==> src/rtl/exclusive_max_n.sv <==
// exclusive_max_n
//   N-input clocked exclusive-max temporal primitive. Within a gamma cycle
//   (opened by gamma_rst) each enabled spike input is recorded once. When
//   every enabled input has arrived, a PULSE_WIDTH-cycle pulse is emitted on
//   q. In exclusive mode the pulse is suppressed if the final arrival cycle
//   holds more than one input. The arrival time and index of the latest
//   input are reported.
//
// Ports
//   aclk       clock
//   grst_n     async active-low reset
//   gamma_rst  sync start of gamma cycle; captures mode/in_en, clears state
//   mode       0 = plain max, 1 = exclusive max
//   in_en      channel enable mask
//   spike      spike inputs (level; only the first rise per cycle counts)
//   q          output pulse
//   winner     lowest index among the inputs of the final arrival cycle
//   max_time   in-gamma time at the final arrival
//   tie        final arrival cycle had more than one input
//   timeout    time counter saturated before completion
//   done       one-cycle strobe when the result resolves

// Per-channel arrival tracker: one instance per spike input.
module exclusive_max_n_lane (
  input  logic aclk,
  input  logic grst_n,
  input  logic clr,
  input  logic armed,
  input  logic spike,
  input  logic en,
  output logic arr,
  output logic seen
);
  // First sighting of this channel in the current gamma cycle.
  assign arr = armed & spike & en & ~seen;

  always_ff @(posedge aclk or negedge grst_n) begin
    if (!grst_n)    seen <= 1'b0;
    else if (clr)   seen <= 1'b0;
    else if (arr)   seen <= 1'b1;
  end
endmodule

module exclusive_max_n #(
  parameter  int NUM_INPUTS        = 4,
  parameter  int PULSE_WIDTH       = 8,
  parameter  int GAMMA_CYCLE_WIDTH = 16,
  localparam int IDX_W             = $clog2(NUM_INPUTS)
) (
  input  logic                         aclk,
  input  logic                         grst_n,
  input  logic                         gamma_rst,
  input  logic                         mode,
  input  logic [NUM_INPUTS-1:0]        in_en,
  input  logic [NUM_INPUTS-1:0]        spike,
  output logic                         q,
  output logic [IDX_W-1:0]             winner,
  output logic [GAMMA_CYCLE_WIDTH-1:0] max_time,
  output logic                         tie,
  output logic                         timeout,
  output logic                         done
);
  localparam int PW_W = $clog2(PULSE_WIDTH + 1);
  localparam logic [PW_W-1:0]              PW_ONE = PW_W'(1);
  localparam logic [PW_W-1:0]              PW_MAX = PW_W'(PULSE_WIDTH);
  localparam logic [GAMMA_CYCLE_WIDTH-1:0] T_ONE  = GAMMA_CYCLE_WIDTH'(1);
  localparam logic [NUM_INPUTS-1:0]        V_ONE  = NUM_INPUTS'(1);

  typedef enum logic [1:0] {ARMED, FIRE, HOLD} state_t;

  state_t state, state_nx;

  logic                         mode_q;
  logic [NUM_INPUTS-1:0]        en_q;
  logic [NUM_INPUTS-1:0]        arr, seen;
  logic [GAMMA_CYCLE_WIDTH-1:0] t_cnt;
  logic [PW_W-1:0]              pw_cnt;

  logic             armed, complete, tie_c, t_sat, pw_done, suppress;
  logic [IDX_W-1:0] win_c;

  assign armed = (state == ARMED);

  for (genvar i = 0; i < NUM_INPUTS; i++) begin : g_lane
    exclusive_max_n_lane u_lane (
      .aclk   (aclk),
      .grst_n (grst_n),
      .clr    (gamma_rst),
      .armed  (armed),
      .spike  (spike[i]),
      .en     (en_q[i]),
      .arr    (arr[i]),
      .seen   (seen[i])
    );
  end

  // arr is already gated by armed, so arr != 0 implies ARMED.
  assign complete = (en_q != '0) && ((seen | arr) == en_q) && (arr != '0);
  // More than one bit set: clearing the lowest set bit leaves something.
  assign tie_c    = (arr & (arr - V_ONE)) != '0;
  assign t_sat    = (t_cnt == '1);
  assign pw_done  = (pw_cnt == PW_MAX);
  assign suppress = mode_q & tie_c;

  // Lowest set index in arr: scan high to low so the last hit wins.
  always_comb begin
    win_c = '0;
    for (int i = NUM_INPUTS - 1; i >= 0; i--)
      if (arr[i]) win_c = IDX_W'(i);
  end

  always_ff @(posedge aclk or negedge grst_n) begin
    if (!grst_n) state <= ARMED;
    else         state <= state_nx;
  end

  always_comb begin
    state_nx = state;
    unique case (state)
      ARMED: begin
        if (complete)   state_nx = suppress ? HOLD : FIRE;
        else if (t_sat) state_nx = HOLD;
      end
      FIRE:    if (pw_done) state_nx = HOLD;
      HOLD:    state_nx = HOLD;
      default: state_nx = ARMED;
    endcase
    if (gamma_rst) state_nx = ARMED;
  end

  always_ff @(posedge aclk or negedge grst_n) begin
    if (!grst_n) begin
      mode_q   <= 1'b0;
      en_q     <= '1;
      t_cnt    <= '0;
      pw_cnt   <= '0;
      q        <= 1'b0;
      winner   <= '0;
      max_time <= '0;
      tie      <= 1'b0;
      timeout  <= 1'b0;
      done     <= 1'b0;
    end else if (gamma_rst) begin
      mode_q   <= mode;
      en_q     <= in_en;
      t_cnt    <= '0;
      pw_cnt   <= '0;
      q        <= 1'b0;
      winner   <= '0;
      max_time <= '0;
      tie      <= 1'b0;
      timeout  <= 1'b0;
      done     <= 1'b0;
    end else begin
      done <= 1'b0;
      if (!t_sat) t_cnt <= t_cnt + T_ONE;
      unique case (state)
        ARMED: begin
          if (complete) begin
            max_time <= t_cnt;
            winner   <= win_c;
            tie      <= tie_c;
            done     <= 1'b1;
            if (!suppress) begin
              q      <= 1'b1;
              pw_cnt <= PW_ONE;
            end
          end else if (t_sat) begin
            timeout <= 1'b1;
            done    <= 1'b1;
          end
        end
        FIRE: begin
          if (pw_done) q      <= 1'b0;
          else         pw_cnt <= pw_cnt + PW_ONE;
        end
        default: ;
      endcase
    end
  end
endmodule

==> config.mk <==
export PLATFORM = sky130hd
export DESIGN_NAME = exclusive_max_n
export DESIGN_NICKNAME = d
export VERILOG_FILES = /design/src/rtl/exclusive_max_n.sv
export SDC_FILE = /design/constraint.sdc
export NUM_CORES = 1
export LEC_CHECK = 0
export CAP_MARGIN = 20
export CORE_MARGIN = 2
export CORE_UTILIZATION = 23
export CTS_BUF_LIST = sky130_fd_sc_hd__clkbuf_8
export DETAILED_ROUTE_END_ITERATION = 8
export PLACE_DENSITY = 0.46
export SYNTH_ARGS = -nofsm -noshare
export SYNTH_HDL_FRONTEND = slang
export SYNTH_SLANG_ARGS = --single-unit
==> constraint.sdc <==
create_clock -name aclk -period 5.3 [get_ports aclk]
set_input_delay 1.325 -clock aclk [delete_from_list [all_inputs] [get_ports aclk]]
set_output_delay 1.325 -clock aclk [all_outputs]
set_load 0.02 [all_outputs]
Word level (Yosys, flattened, before mapping)
Index checks and enable logic that the tools add are counted.

cells by class
  add/sub/neg operators = 3
  multipliers = 0
  div/mod/pow operators = 0
  $lt $le $gt $ge = 0
  equality and inequality tests = 12
  shifts and indexed selects = 0
  mux-type cells = 47
  bitwise logic cells = 19
  reductions and logical operators = 19

operators by type and width
  kind                     count
  $mux W16                 5
  $mux W2                  12
  $mux W1                  23
  $add A16 B1 Y16 const B  1
  $eq A16 B16 Y1 const B   1
  $mux W4                  4
  $reduce_bool A2 Y1       7
  $and A1 B1 Y1            13
  $ne A3 B3 Y1 const B     4
  $reduce_bool A4 Y1       3
  $pmux W4 S2              1
  $reduce_and A4 Y1        2
  $pmux W2 S3              1
  $add A4 B1 Y4 const B    1
  $and A4 B4 Y4            1
  $eq A4 B4 Y1             1
  $eq A4 B4 Y1 const B     1
  $ne A2 B2 Y1 const B     2
  $ne A4 B4 Y1 const B     1
  $not A1 Y1               4
  $or A4 B4 Y4             1
  $reduce_and A2 Y1        2
  $sub A4 B1 Y4 const B    1
  $reduce_and A3 Y1        1
  6 further kinds          7

storage, ports and cells
  flip-flop bits (word level) = 53
  bits in latches = 0
  bits in writable memories = 0
  memory bits (read-only) = 0
  bits of input ports = 12
  output and inout bits = 22
  memories kept = 0

Longest topological paths before layout
Gate-level depths: netlist of the first run.

  depth in word-level cells = 12
  gate-level depth with buffers = 10

Cells and area by module
A second synthesis of the first run with hierarchy kept.

unflattened totals
  cell total of the unflattened synthesis = 253
  area, all modules = 2620.0 um^2

by module, submodules not included
  module                instances  cells each  area an instance (um^2)  sequential area each (um^2)
  exclusive_max_n       1          233         2414.8                   1231.2
  exclusive_max_n_lane  4          5           51.3                     25.0

Least setup slack after synthesis of the first run
OpenSTA, ideal clock, no wires.

  path kind = in2reg
  start = in spike[0]
  end = reg state[0]
  data arrival time = 2.873 ns
  data required time = 5.175 ns
  setup slack = 2.302 ns
  cell stages on the path = 6
  path buffers = 0
  cells stage by stage = and4b_2 > or4_4 > nand4_4 > nor2_4 > o31ai_4 > mux2_4

between the ends
  longest elaborated chain between the ends = 11
  elaborated cells between the ends (all ways) = 18
  classes of those cells = add/sub: 1; eq/ne: 2; mux: 4; bitwise: 6; reduce/logical: 5

ends and longest elaborated chain
  item                             RTL line  RTL
  from (decl)                      55        input logic [NUM_INPUTS-1:0] spike,
  $and A1 B1 Y1 (*) (3 in series)  35        assign arr = armed & spike & en & ~seen;
  $sub A4 B1 Y4                    100       assign tie_c = (arr & (arr - V_ONE)) != '0;
  $and A4 B4 Y4                    100
  $reduce_bool A4 Y1               100
  $and A1 B1 Y1                    103       assign suppress = mode_q & tie_c;
  $mux W2 (2 in series)            121       if (complete) state_nx = suppress ? HOLD : FIRE;
  $pmux W2 S3                      119       unique case (state)
  $mux W2                          128       if (gamma_rst) state_nx = ARMED;
  to (signal assigned)             114       else state <= state_nx;
  to (decl)                        71        state_t state, state_nx;

Every way passes the cells marked *; elsewhere a longest branch is shown, timed or not.
A chain may end at the register's enable or synchronous reset.

Worst setup path in the final report of the first run
  start = in spike[0]
  end = reg pw_cnt[0]

between the ends
  longest elaborated chain between the ends = 9
  elaborated cells between the ends (all ways) = 15
  classes of those cells = add/sub: 1; eq/ne: 3; bitwise: 6; reduce/logical: 5

ends and longest elaborated chain
  item                                                       RTL line  RTL
  $and A1 B1 Y1 (*) (3 in series)                            35
  $sub A4 B1 Y4 or $or A4 B4 Y4 (tied branches)              100, 98
  $and A4 B4 Y4 or $eq A4 B4 Y1 (tied branches)              100, 98
  $reduce_bool A4 Y1 or $logic_and A1 B1 Y1 (tied branches)  100, 98
  $and A1 B1 Y1 or $logic_and A1 B1 Y1 (tied branches)       103, 98
  $ne A3 B3 Y1 (no line)                                     -
  $reduce_and A4 Y1 (no line) (*)                            -
  to (signal assigned)                                       175       else pw_cnt <= pw_cnt + PW_ONE;
  to (decl)                                                  77        logic [PW_W-1:0] pw_cnt;

Marks and branches as above.

==> metrics.yaml, run 1 <==
run_status:
  run_status: "finished clean"
synthesis:
  synth.cell_area_sq_um: 2660
  synth.ff_latch_count: 53
  synth_cell_type_count: 52
  top_cells_by_instance_count_after_synthesis: "sky130_fd_sc_hd__dfrtp_1 (49), sky130_fd_sc_hd__nor2_1 (25), sky130_fd_sc_hd__nand2_1 (18)"
  synth_largest_area_cell: "sky130_fd_sc_hd__dfrtp_1"
  post_synth_main_area_contributors: "sky130_fd_sc_hd__dfrtp_1 (46%), sky130_fd_sc_hd__a22o_1 (5.3%), sky130_fd_sc_hd__dfstp_2 (3.9%)"
  synth_cells: 250
  post-synth-top-count-cell: "sky130_fd_sc_hd__dfrtp_1"
  synth_fp_nets: 268
  yosys.area.top_type_share_pct: 46.1
  number_of_flops_mapped_to_enable_cells_by_yosys: 0
  synth_seq_area_share_pct: 50.0
  synth_ff_type: "sky130_fd_sc_hd__dfrtp_1"
  average_instance_area_after_synthesis_sq_um: 10.6
  yosysWarnings: 0
  async_reset_ff_share_pct: 100
critical_path:
  timing.critical_path.arrival_ps: 3510
  cells_traversed_along_the_worst_timing_path: "clkdlybuf4s50_1 -> and4b_2 -> or4_4 -> nand4_4 -> o31ai_1 -> a21oi_2 -> mux2_4"
  worst_setup_path_end_kind: "flip-flop"
  timing.critical_path.from_type: "input port"
  critical_path_fanout_max: 4
  timing.critical_path.max_delay_family: "simple AND/OR/NAND/NOR gates"
  cp_num_buf_inv: 1
  slowest_delay_ps: 550
  worst-endpoint-required_ps: 5500
  timing_worst_setup_path_type: "input port to flip-flop"
  crit_slowest_cell: "sky130_fd_sc_hd__or4_4"
place:
  dp_hpwl_microns: 3960
  placement.cell_area_sq_um: 3120
  dpl.cell_count: 417
  routabilityCongestion: 0.740
  io_buffer_count: 33
sta:
  fin_skew_ps: 4.09
  worst_margin_pin_slew_ps: 690
  final.period_utilization_pct: 62.6
  hold_viol_final: 0
  post-route-min-period_ps: 3320
  setup_viol_count_final: 0
  timing.setup.tns_ps: 0
  slew_headroom_pct: 54.0
  rsz0062_at_grt: "no"
  clock.fmax_ghz: 0.302
  final_max_slew_viol_count: 0
global_route:
  grt_usage_pct: 9.76
  globalRouteOverflowTotal: 0
  grt_pass1_wl_microns: 9850
  grt_pass1_vias: 1929
  antenna_found_initial: 0
  grt_max_degree: 54
routing:
  first_iter_violations: 104
  detailedRoute.firstPassIterationCount: 4
  via_count: 1962
  routedWlPerCell_microns: 13.7
  number_of_vias_per_cell: 4.62
  drtAntennaViolNets: 0
  route.detailed.drc: 0
  wirelength_microns: 5820
cts:
  clock_insertion_delay_worst_skew_ps: 300
  cts_max_level: 2
  cts-buffers-inserted: 5
  cts_tree: "yes"
  numClockSinks: 53
  clk_root_buffer_cell: "sky130_fd_sc_hd__clkbuf_8"
  ctsLongestPathBuffers: 2
  clk_transition_reported_paths_ps: 100
  post_cts_resize_count: 0
  post-cts-setup-buffers: 0
  post_cts_hold_buffer_count: 0
cells_and_area:
  post-route-cell-area_sq_um: 3210
  layout-area-overhead-vs-synth_pct: 20.5
  layoutNonFillerInstCount: 425
  antenna_cells: 0
  fillerInstances: 1201
  final_layout_size_suffix_gt1_share_pct: 11.0
  final_net_count: 299
pwr:
  clock_network_fraction_of_design_power_pct: 25.1
  net-switching-power_uw: 307
  leakagePower_uw: 0.00133
  total_power_uw: 932
  power_frac_comb_pct: 26.6
  net_switching_fraction_of_the_power_pct: 33.0
  internal_power_uw: 625
  power_density_nw_per_um2: 290
  ir_worst_vdd_uv: 121
  seq_power_share_pct: 48.3
floorplan:
  die_area_sq_um: 12400
  dieWidth_microns: 112
  die_height_microns: 112
  row_count: 39
  initial_core_util_pct: 23.4
  area_of_the_core_sq_um: 11400
  boundaryPins: 34
worst_hold_path:
  class_of_the_tightest_hold_or_removal_check: "flip-flop to flip-flop"
job:
  cap_violations: 0
## cell usage in the layout (no fill, tap or decap), types with 6 or more instances in the layout
| cell | instances |
|---|---|
| sky130_fd_sc_hd__dfrtp_1 | 49 |
| sky130_fd_sc_hd__clkdlybuf4s50_1 | 32 |
| sky130_fd_sc_hd__nor2_1 | 25 |
| sky130_fd_sc_hd__nand2_1 | 18 |
| sky130_fd_sc_hd__nand3_1 | 17 |
| sky130_fd_sc_hd__a22o_1 | 16 |
| sky130_fd_sc_hd__inv_1 | 13 |
| sky130_fd_sc_hd__xor2_1 | 8 |
| sky130_fd_sc_hd__a21oi_1 | 7 |
| sky130_fd_sc_hd__o21ai_0 | 7 |
| sky130_fd_sc_hd__nor3_1 | 6 |
| sky130_fd_sc_hd__ha_1 | 6 |
## cells by family (layout without fill, tap and decap cells)
kind of cell	after synthesis	in the layout	synth area share [%]
muxes	8	8	3.48
adders and majority gates	6	6	2.82
AOI/OAI and AO/OA	55	55	16.4
DFF	53	53	50.0
and+or+nand+nor	94	94	19.8
xor gates and xnor gates	10	10	3.29
buffers and inverters	24	56	4.23
## power groups by stage
| stage | Sequential [uW] | Combinational, uW | Clock [uW] |
|---|---|---|---|
| after detailed placement | 458 | 250 | 0 |
| after CTS | 450 | 251 | 251 |
| after global routing | 454 | 281 | 264 |
| after floorplan | 459 | 191 | 0 |
| after global placement | 458 | 250 | 0 |
| final | 450 | 248 | 234 |
## worst paths after layout
kind                                        from                       end  slack [ps]  cells after the start
max                                     spike[0]     pw_cnt[0]$_DFFE_PN0P_        1980                      7
min reg2reg                winner[1]$_DFFE_PN0P_     winner[1]$_DFFE_PN0P_         500                      1
max in group asynchronous                 grst_n  max_time[12]$_DFFE_PN0P_        3700                      2
max reg2reg                 state[1]$_DFFE_PN0P_     pw_cnt[0]$_DFFE_PN0P_        2420                      8
min in group asynchronous                 grst_n     pw_cnt[3]$_DFFE_PN0P_        1130                      2
min                        winner[1]$_DFFE_PN0P_     winner[1]$_DFFE_PN0P_         500                      1
## registers in the layout, indices dropped and copies added, names as in the netlist, 2 cells and up
| signal | count |
|---|---|
| g_lane.u_lane.seen | 4 |
| max_time | 16 |
| en_q | 4 |
| state | 2 |
| pw_cnt | 4 |
| winner | 2 |
| t_cnt | 16 |
## routing by layer
layer | share of wire, % | routed length, microns | vias up | GRT usage [%]
met2 | 45 | 2630 | 26 | 15.1
met5 | 0 | 0 | - | 0
met1 | 50 | 2920 | 959 | 13.7
met3 | 4.0 | 233 | 2 | 2.50
li1 | - | - | 975 | -
met4 | 0.53 | 31 | 0 | 2.47
## final cells by class
| class | count | area [sq um] | share of cell area, % |
|---|---|---|---|
| multi-input combinational | 173 | 1220 | 37.9 |
| timing repair buffer | 35 | 340 | 10.6 |
| clock buffer | 5 | 68.8 | 2.15 |
| clock inverter | 3 | 22.5 | 0.702 |
| inverter | 13 | 48.8 | 1.52 |
| tap | 143 | 179 | 5.58 |
| sequential | 53 | 1330 | 41.5 |
## through the flow
| stage | worst slack (ps) | util, % | hold WS, ps |
|---|---|---|---|
| global route | 1890 | 28.2 | 529 |
| detailed placement | 1670 | 27.4 | 484 |
| global placement | 1700 | 27.4 | 494 |
| floorplan | 2300 | - | 481 |
| finish | 1980 | 28.2 | 500 |
| CTS | 1990 | 28.2 | 508 |
(Power assumes the default switching activity.)
==> inputs of run 2 (changes only) <==
--- a/config.mk
+++ b/config.mk
@@ -10,7 +10,7 @@
 export CORE_UTILIZATION = 23
 export CTS_BUF_LIST = sky130_fd_sc_hd__clkbuf_8
 export DETAILED_ROUTE_END_ITERATION = 8
-export PLACE_DENSITY = 0.46
+export PLACE_DENSITY = 0.47
 export SYNTH_ARGS = -nofsm -noshare
 export SYNTH_HDL_FRONTEND = slang
 export SYNTH_SLANG_ARGS = --single-unit
==> constraint.sdc (replaced) <==
create_clock -name aclk -period 2.94 [get_ports aclk]
set_input_delay 0.735 -clock aclk [delete_from_list [all_inputs] [get_ports aclk]]
set_output_delay 0.735 -clock aclk [all_outputs]
set_load 0.02 [all_outputs]
==> run 2 against run 1 <==
Compared with the run above:
- register-to-register slack got worse by 2100 ps
- clock skew increased by 0.67 ps
- die area unchanged
- sequential share of layout area decreased by 1.2 points
- routed wire length increased by 3.0%
- final cell count increased by 2.6%
- critical path depth increased by 1
- setup slack got worse by 1700 ps
- combinational power increased by 100%
- highest routed layer unchanged
==> metrics.yaml, run 2 (synthesis gave the netlist of run 1 again) <==
global_route:
  grt_pass1_wl_microns: 10100  # +2.1%
  globalRouteOverflowTotal: 0  # unchanged
  antenna_found_initial: 0  # unchanged
  grt_usage_pct: 9.89  # +0.12 points
  grt_pass1_vias: 1979  # +2.6%
  grt_max_degree: 54  # unchanged
place:
  routabilityCongestion: 0.736  # -0.65%
  dp_hpwl_microns: 4200  # +6.1%
  placement.cell_area_sq_um: 3210  # +3.1%
  io_buffer_count: 33  # unchanged
  dpl.cell_count: 428  # +2.6%
job:
  cap_violations: 0  # unchanged
floorplan:
  boundaryPins: 34  # unchanged
  row_count: 39  # unchanged
  area_of_the_core_sq_um: 11400  # unchanged
  initial_core_util_pct: 23.4  # unchanged
  dieWidth_microns: 112  # unchanged
  die_area_sq_um: 12400  # unchanged
  die_height_microns: 112  # unchanged
critical_path:
  worstReg2RegStart: "state[1]$_DFFE_PN0P_"
  worst-endpoint-required_ps: 3190  # -2310 ps
  reg2reg_end: "winner[1]$_DFFE_PN0P_"
  timing.critical_path.from_type: "flip-flop"
  worst_setup_path_end_kind: "flip-flop"
  reg2reg_slack_ps: 320  # -2100 ps
  timing_worst_setup_path_type: "flip-flop to flip-flop"
  worst_setup_path_startpoint: "state[1]$_DFFE_PN0P_"
  reg2regPathDepth: 8  # unchanged
  timing.critical_path.arrival_ps: 2860  # -650 ps
  crit_end: "winner[1]$_DFFE_PN0P_"
  critical_path_fanout_max: 19  # +15
cells_and_area:
  final_net_count: 310  # +3.7%
  layoutNonFillerInstCount: 436  # +2.6%
  layout-area-overhead-vs-synth_pct: 24.1
  final_layout_size_suffix_gt1_share_pct: 14.3  # +3.3 points
  post-route-cell-area_sq_um: 3300  # +3.0%
  largest_registers: "max_time: 16 flops, t_cnt: 16 flops"
  mostFrequentLayoutCells: "sky130_fd_sc_hd__dfrtp_1 (49), sky130_fd_sc_hd__clkdlybuf4s50_1 (32), sky130_fd_sc_hd__nor2_1 (25), sky130_fd_sc_hd__nand2_1 (18), sky130_fd_sc_hd__nand3_1 (17)"
  antenna_cells: 0  # unchanged
  final_common_cell: "sky130_fd_sc_hd__dfrtp_1"
cts:
  cts_max_level: 2  # unchanged
  post_cts_hold_buffer_count: 0  # unchanged
  clk_root_buffer_cell: "sky130_fd_sc_hd__clkbuf_8"
  clock_insertion_delay_worst_skew_ps: 300  # about the same
  clk_transition_reported_paths_ps: 100  # about the same
  cts-buffers-inserted: 5  # unchanged
  numClockSinks: 53  # unchanged
  post-cts-setup-buffers: 0  # unchanged
  ctsLongestPathBuffers: 2  # unchanged
  cts_tree: "yes"
  post_cts_resize_count: 0  # unchanged
sta:
  hold_viol_final: 0  # unchanged
  final_max_slew_viol_count: 0  # unchanged
  rsz0062_at_grt: "no"
  worst_margin_pin_slew_ps: 696  # +6.09 ps
  fin_skew_ps: 4.77  # +0.673 ps
  slew_headroom_pct: 53.6  # -0.41 points
  post-route-min-period_ps: 2620
  timing.setup.tns_ps: 0  # unchanged
  final.period_utilization_pct: 89.0
  setup_viol_count_final: 0  # unchanged
  clock.fmax_ghz: 0.382
routing:
  via_count: 2013  # +2.6%
  detailedRoute.firstPassIterationCount: 5  # +1
  number_of_vias_per_cell: 4.62  # about the same
  first_iter_violations: 90  # -13%
  routedWlPerCell_microns: 13.8  # +0.39%
  wirelength_microns: 6000  # +3.0%
  drtAntennaViolNets: 0  # unchanged
  route.detailed.drc: 0  # unchanged
pwr:
  total_power_uw: 1730  # +86%
  ir_worst_vdd_uv: 231  # +91%
  power_density_nw_per_um2: 525  # +81%
  leakagePower_uw: 0.00139  # +4.4%
worst_hold_path:
  class_of_the_tightest_hold_or_removal_check: "flip-flop to flip-flop"
run_status:
  run_status: "finished clean"
run 2: changes by cell type in the layout (fill, tap and decap cells not counted):
cell / previous run / this run
sky130_fd_sc_hd__buf_4: 2 / 12
sky130_fd_sc_hd__buf_12: 0 / 1
run 2: metal layers:
metal / track usage, % / part of all wire (%) / up-vias
li1: - / - / 997
met1: 13.8 / 50 / 987
met2: 15.3 / 46 / 27
met3: 2.89 / 3.8 / 2
met4: 2.22 / 0.48 / 0
met5: 0 / 0 / -
run 2: worst min-delay path by stage:
stage                          endpoint  cells after the start                      from
6_report          winner[0]$_DFFE_PN0P_                      1     winner[0]$_DFFE_PN0P_
5_1_grt        max_time[11]$_DFFE_PN0P_                      1  max_time[11]$_DFFE_PN0P_
4_1_cts           winner[0]$_DFFE_PN0P_                      1     winner[0]$_DFFE_PN0P_
3_5_place_dp      winner[0]$_DFFE_PN0P_                      1     winner[0]$_DFFE_PN0P_
3_3_place_gp      winner[1]$_DFFE_PN0P_                      1     winner[1]$_DFFE_PN0P_
2_1_floorplan            done$_DFF_PN0_                      0                    grst_n
run 2: worst max-delay path, cell delays in order (launching register included):
cell and delay, ps:
sky130_fd_sc_hd__dfrtp_1 400, sky130_fd_sc_hd__inv_1 100, sky130_fd_sc_hd__ha_1 430, sky130_fd_sc_hd__and4b_1 380, sky130_fd_sc_hd__or4_4 170, sky130_fd_sc_hd__nand4_4 130, sky130_fd_sc_hd__or2_4 300, sky130_fd_sc_hd__nor2_4 390
sky130_fd_sc_hd__a32o_1 240
run 2: power breakdown:
group / leakage [uW] / total, uW / internal (uW) / switching [uW]
clock: 0.0000481 / 423 / 170 / 253
combinational: 0.000623 / 499 / 224 / 274
sequential: 0.000715 / 813 / 773 / 39.5
total: 0.00139 / 1730 / 1170 / 567
run 2: through the flow:
step	setup WS, ps	hold slack (ps)	util [%]
after CTS	298	515	29.1
final	323	502	29.1
after floorplan	532	439	-
after global routing	106	530	29.1
after global placement	54.7	486	28.2
after detailed placement	21.3	491	28.2
run 2: area by class of cell:
type | count | area (sq um)
Tap cell | 143 | 179
Sequential cell | 53 | 1330
Inverter | 13 | 48.8
Fill cell | 1192 | 8070
Clock inverter | 3 | 22.5
Timing Repair Buffer | 46 | 435
Clock buffer | 5 | 68.8
Multi-Input combinational cell | 173 | 1220
==> inputs of run 3 (changes only) <==
--- a/config.mk
+++ b/config.mk
@@ -7,10 +7,10 @@
 export LEC_CHECK = 0
 export CAP_MARGIN = 20
 export CORE_MARGIN = 2
-export CORE_UTILIZATION = 23
+export CORE_UTILIZATION = 38
 export CTS_BUF_LIST = sky130_fd_sc_hd__clkbuf_8
 export DETAILED_ROUTE_END_ITERATION = 8
-export PLACE_DENSITY = 0.47
+export PLACE_DENSITY = 0.67
 export SYNTH_ARGS = -nofsm -noshare
 export SYNTH_HDL_FRONTEND = slang
 export SYNTH_SLANG_ARGS = --single-unit
==> run 3 against run 2 <==
Compared with the run above:
- final cell count shrank 12%
- hold slack gained 4.0 ps
- flip-flop and latch count is the same
- first-iteration DRC count grew 1.1%
- global-route usage grew 5.6 points
- combinational power shrank 2%
- total power shrank 1.4%
- design area shrank 2.8%
- fmax shrank 1.4%
- setup slack lost 36 ps
- clock-buffer cell count is the same
- non-clock buffer count shrank 4
- critical path type unchanged
- largest cell class unchanged
- highest routed layer unchanged
==> metrics.yaml, run 3 (synthesis gave the netlist of run 1 again) <==
run_status:
  run_status: "finished clean"
global_route:
  grt_pass1_vias: 1980  # +0.051%
  grtUsageMet2_pct: 23.1  # +7.8 points
  met1_global_route_usage_pct: 22.6  # +8.8 points
  grt_pass1_wl_microns: 9480  # -5.8%
  antenna_found_initial: 0  # unchanged
  grt_most_used_layer: "met2"
  globalRouteMet3Util_pct: 3.39  # +0.51 points
  grt_usage_pct: 15.5  # +5.6 points
  grt_max_degree: 54  # unchanged
  globalRouteOverflowTotal: 0  # unchanged
worst_hold_path:
  class_of_the_tightest_hold_or_removal_check: "flip-flop to flip-flop"
sta:
  final_max_slew_viol_count: 0  # unchanged
  post-route-worst-setup-slack_ps: 287  # -36.4 ps
  clock.fmax_ghz: 0.377  # -1.4%
  slew_headroom_pct: 56.7  # +3.1 points
  final.period_utilization_pct: 90.2  # +1.2 points
  fin_skew_ps: 6.88  # +2.11 ps
  post-route-min-period_ps: 2650  # +36.4 ps
  worst_margin_pin_slew_ps: 650  # -46.5 ps
  rsz0062_at_grt: "no"
  hold_viol_final: 0  # unchanged
  timing.setup.tns_ps: 0  # unchanged
  setup_viol_count_final: 0  # unchanged
floorplan:
  area_of_the_core_sq_um: 6790  # -40%
  row_count: 30  # -23%
  boundaryPins: 34  # unchanged
  die_area_sq_um: 7690  # -38%
  dieWidth_microns: 87.7  # -21%
  die_height_microns: 87.7  # -21%
  initial_core_util_pct: 39.2  # +16 points
cts:
  ctsLongestPathBuffers: 2  # unchanged
  clock_insertion_delay_worst_skew_ps: 310  # about the same
  post_cts_resize_count: 0  # unchanged
  cts_max_level: 2  # unchanged
  cts_tree: "yes"
  clk_root_buffer_cell: "sky130_fd_sc_hd__clkbuf_8"
  cts-buffers-inserted: 5  # unchanged
  post-cts-setup-buffers: 0  # unchanged
  post_cts_hold_buffer_count: 0  # unchanged
  numClockSinks: 53  # unchanged
  clk_transition_reported_paths_ps: 100  # about the same
critical_path:
  reg2reg_end: "winner[1]$_DFFE_PN0P_"
  worst_setup_path_startpoint: "state[0]$_DFFE_PN0P_"
  timing.critical_path.arrival_ps: 2900  # +40 ps
  worst_setup_path_end_kind: "flip-flop"
  timing.critical_path.depth: 8  # unchanged
  timing.critical_path.from_type: "flip-flop"
  slowest_delay_ps: 450  # +20 ps
  cp_num_buf_inv: 1  # unchanged
  reg2regPathDepth: 8  # unchanged
  reg2reg_slack_ps: 290  # -40 ps
  crit_end: "winner[1]$_DFFE_PN0P_"
  critical_path_fanout_max: 19  # unchanged
  timing_worst_setup_path_type: "flip-flop to flip-flop"
  worstReg2RegStart: "state[0]$_DFFE_PN0P_"
  cells_traversed_along_the_worst_timing_path: "inv_1 -> ha_1 -> and4b_1 -> or4_4 -> nand4_4 -> or2_4 -> nor2_4 -> a32o_1"
  timing.critical_path.max_delay_family: "simple AND/OR/NAND/NOR gates"
  worst-endpoint-required_ps: 3190  # about the same
  crit_slowest_cell: "sky130_fd_sc_hd__ha_1"
routing:
  routedWlPerCell_microns: 14.3  # +3.8%
  drtAntennaViolNets: 0  # unchanged
  number_of_vias_per_cell: 5.26  # +14%
  route.detailed.drc: 0  # unchanged
  detailedRoute.firstPassIterationCount: 4  # -1
  wirelength_microns: 5500  # -8.3%
  via_count: 2026  # +0.65%
  first_iter_violations: 91  # +1.1%
place:
  dp_hpwl_microns: 3740  # -11%
  dpl_worst_slack_ps: 53.3  # +32.0 ps
  io_buffer_count: 33  # unchanged
  routabilityCongestion: 0.761  # +3.5%
pwr:
  power_frac_comb_pct: 28.5  # -0.2 points
  net_switching_fraction_of_the_power_pct: 32.6  # -0.12 points
  ir_worst_vdd_uv: 222  # -4.1%
  clock_network_fraction_of_design_power_pct: 24.1  # -0.3 points
  internal_power_uw: 1150  # -1.2%
  seq_power_share_pct: 47.4  # +0.5 points
  net-switching-power_uw: 557  # -1.8%
  leakagePower_uw: 0.00137  # -1.3%
  power_density_nw_per_um2: 533  # +1.5%
cells_and_area:
  largest_registers: "max_time: 16 flops, t_cnt: 16 flops"
  layout-area-overhead-vs-synth_pct: 20.6
  mostFrequentLayoutCells: "sky130_fd_sc_hd__dfrtp_1 (49), sky130_fd_sc_hd__clkdlybuf4s50_1 (32), sky130_fd_sc_hd__nor2_1 (25), sky130_fd_sc_hd__nand2_1 (18), sky130_fd_sc_hd__nand3_1 (17)"
  final_layout_size_suffix_gt1_share_pct: 12.8  # -1.5 points
  fillerInstances: 624  # -48%
  antenna_cells: 0  # unchanged
  final_common_cell: "sky130_fd_sc_hd__dfrtp_1"
  final_net_count: 306  # -1.3%
job:
  cap_violations: 0  # unchanged
==> run 3: cell types whose count changed in the layout (fill, tap and decap cells not counted), sizes merged <==
cell    change
clkinv      -2
buf         -4
inv         +2
==> run 3: routing by layer <==
| layer | wire (microns) | part of all wire, % |
|---|---|---|
| met5 | 0 | 0 |
| met4 | 58 | 1.1 |
| met3 | 167 | 3.0 |
| met2 | 2530 | 46 |
| met1 | 2750 | 50 |
==> run 3: worst min-delay path by stage <==
stage	startpoint	endpoint	slack, ps	cells past startpoint
2_1_floorplan	grst_n	done$_DFF_PN0_	440	0
3_3_place_gp	winner[1]$_DFFE_PN0P_	winner[1]$_DFFE_PN0P_	480	1
3_5_place_dp	winner[0]$_DFFE_PN0P_	winner[0]$_DFFE_PN0P_	490	1
4_1_cts	winner[0]$_DFFE_PN0P_	winner[0]$_DFFE_PN0P_	510	1
5_1_grt	max_time[6]$_DFFE_PN0P_	max_time[6]$_DFFE_PN0P_	540	1
6_report	winner[0]$_DFFE_PN0P_	winner[0]$_DFFE_PN0P_	510	1
==> run 3: final cells by class <==
class	instances	area [sq um]	share of cell area, %
tap	96	120	3.74
clock buffer	5	68.8	2.14
timing repair buffer	42	405	12.6
sequential	53	1330	41.5
inverter	13	48.8	1.52
multi-input combinational	173	1220	37.9
clock inverter	3	17.5	0.546
==> run 3: power by group through the flow <==
stage	logic, uW	clock network (uW)	registers, uW
after global routing	538	466	818
after global placement	479	0	824
after floorplan	344	0	828
final	488	412	811
after detailed placement	489	0	824
after CTS	492	431	811
==> run 3: worst register-to-register path, delay by kind of cell (launching register included) <==
kind / cells / cell delay (ps)
adders and majority gates: 1 / 450
DFF: 1 / 430
AOI/OAI and AO/OA: 1 / 250
buffers and inverters: 1 / 70
and+or+nand+nor: 5 / 1390
==> run 3: per-stage QoR <==
| stage | hold WS [ps] | area (sq um) | util [%] | instances | total power, uW |
|---|---|---|---|---|---|
| finish | 507 | 3210 | 47.2 | 385 | 1710 |
| global route | 538 | 3210 | 47.2 | 385 | 1820 |
| CTS | 508 | 3210 | 47.2 | 385 | 1730 |
| detailed placement | 486 | 3120 | 46.0 | 377 | 1310 |
| global placement | 482 | 3120 | 46.0 | 377 | 1300 |
| floorplan | 439 | 2660 | - | 250 | 1170 |
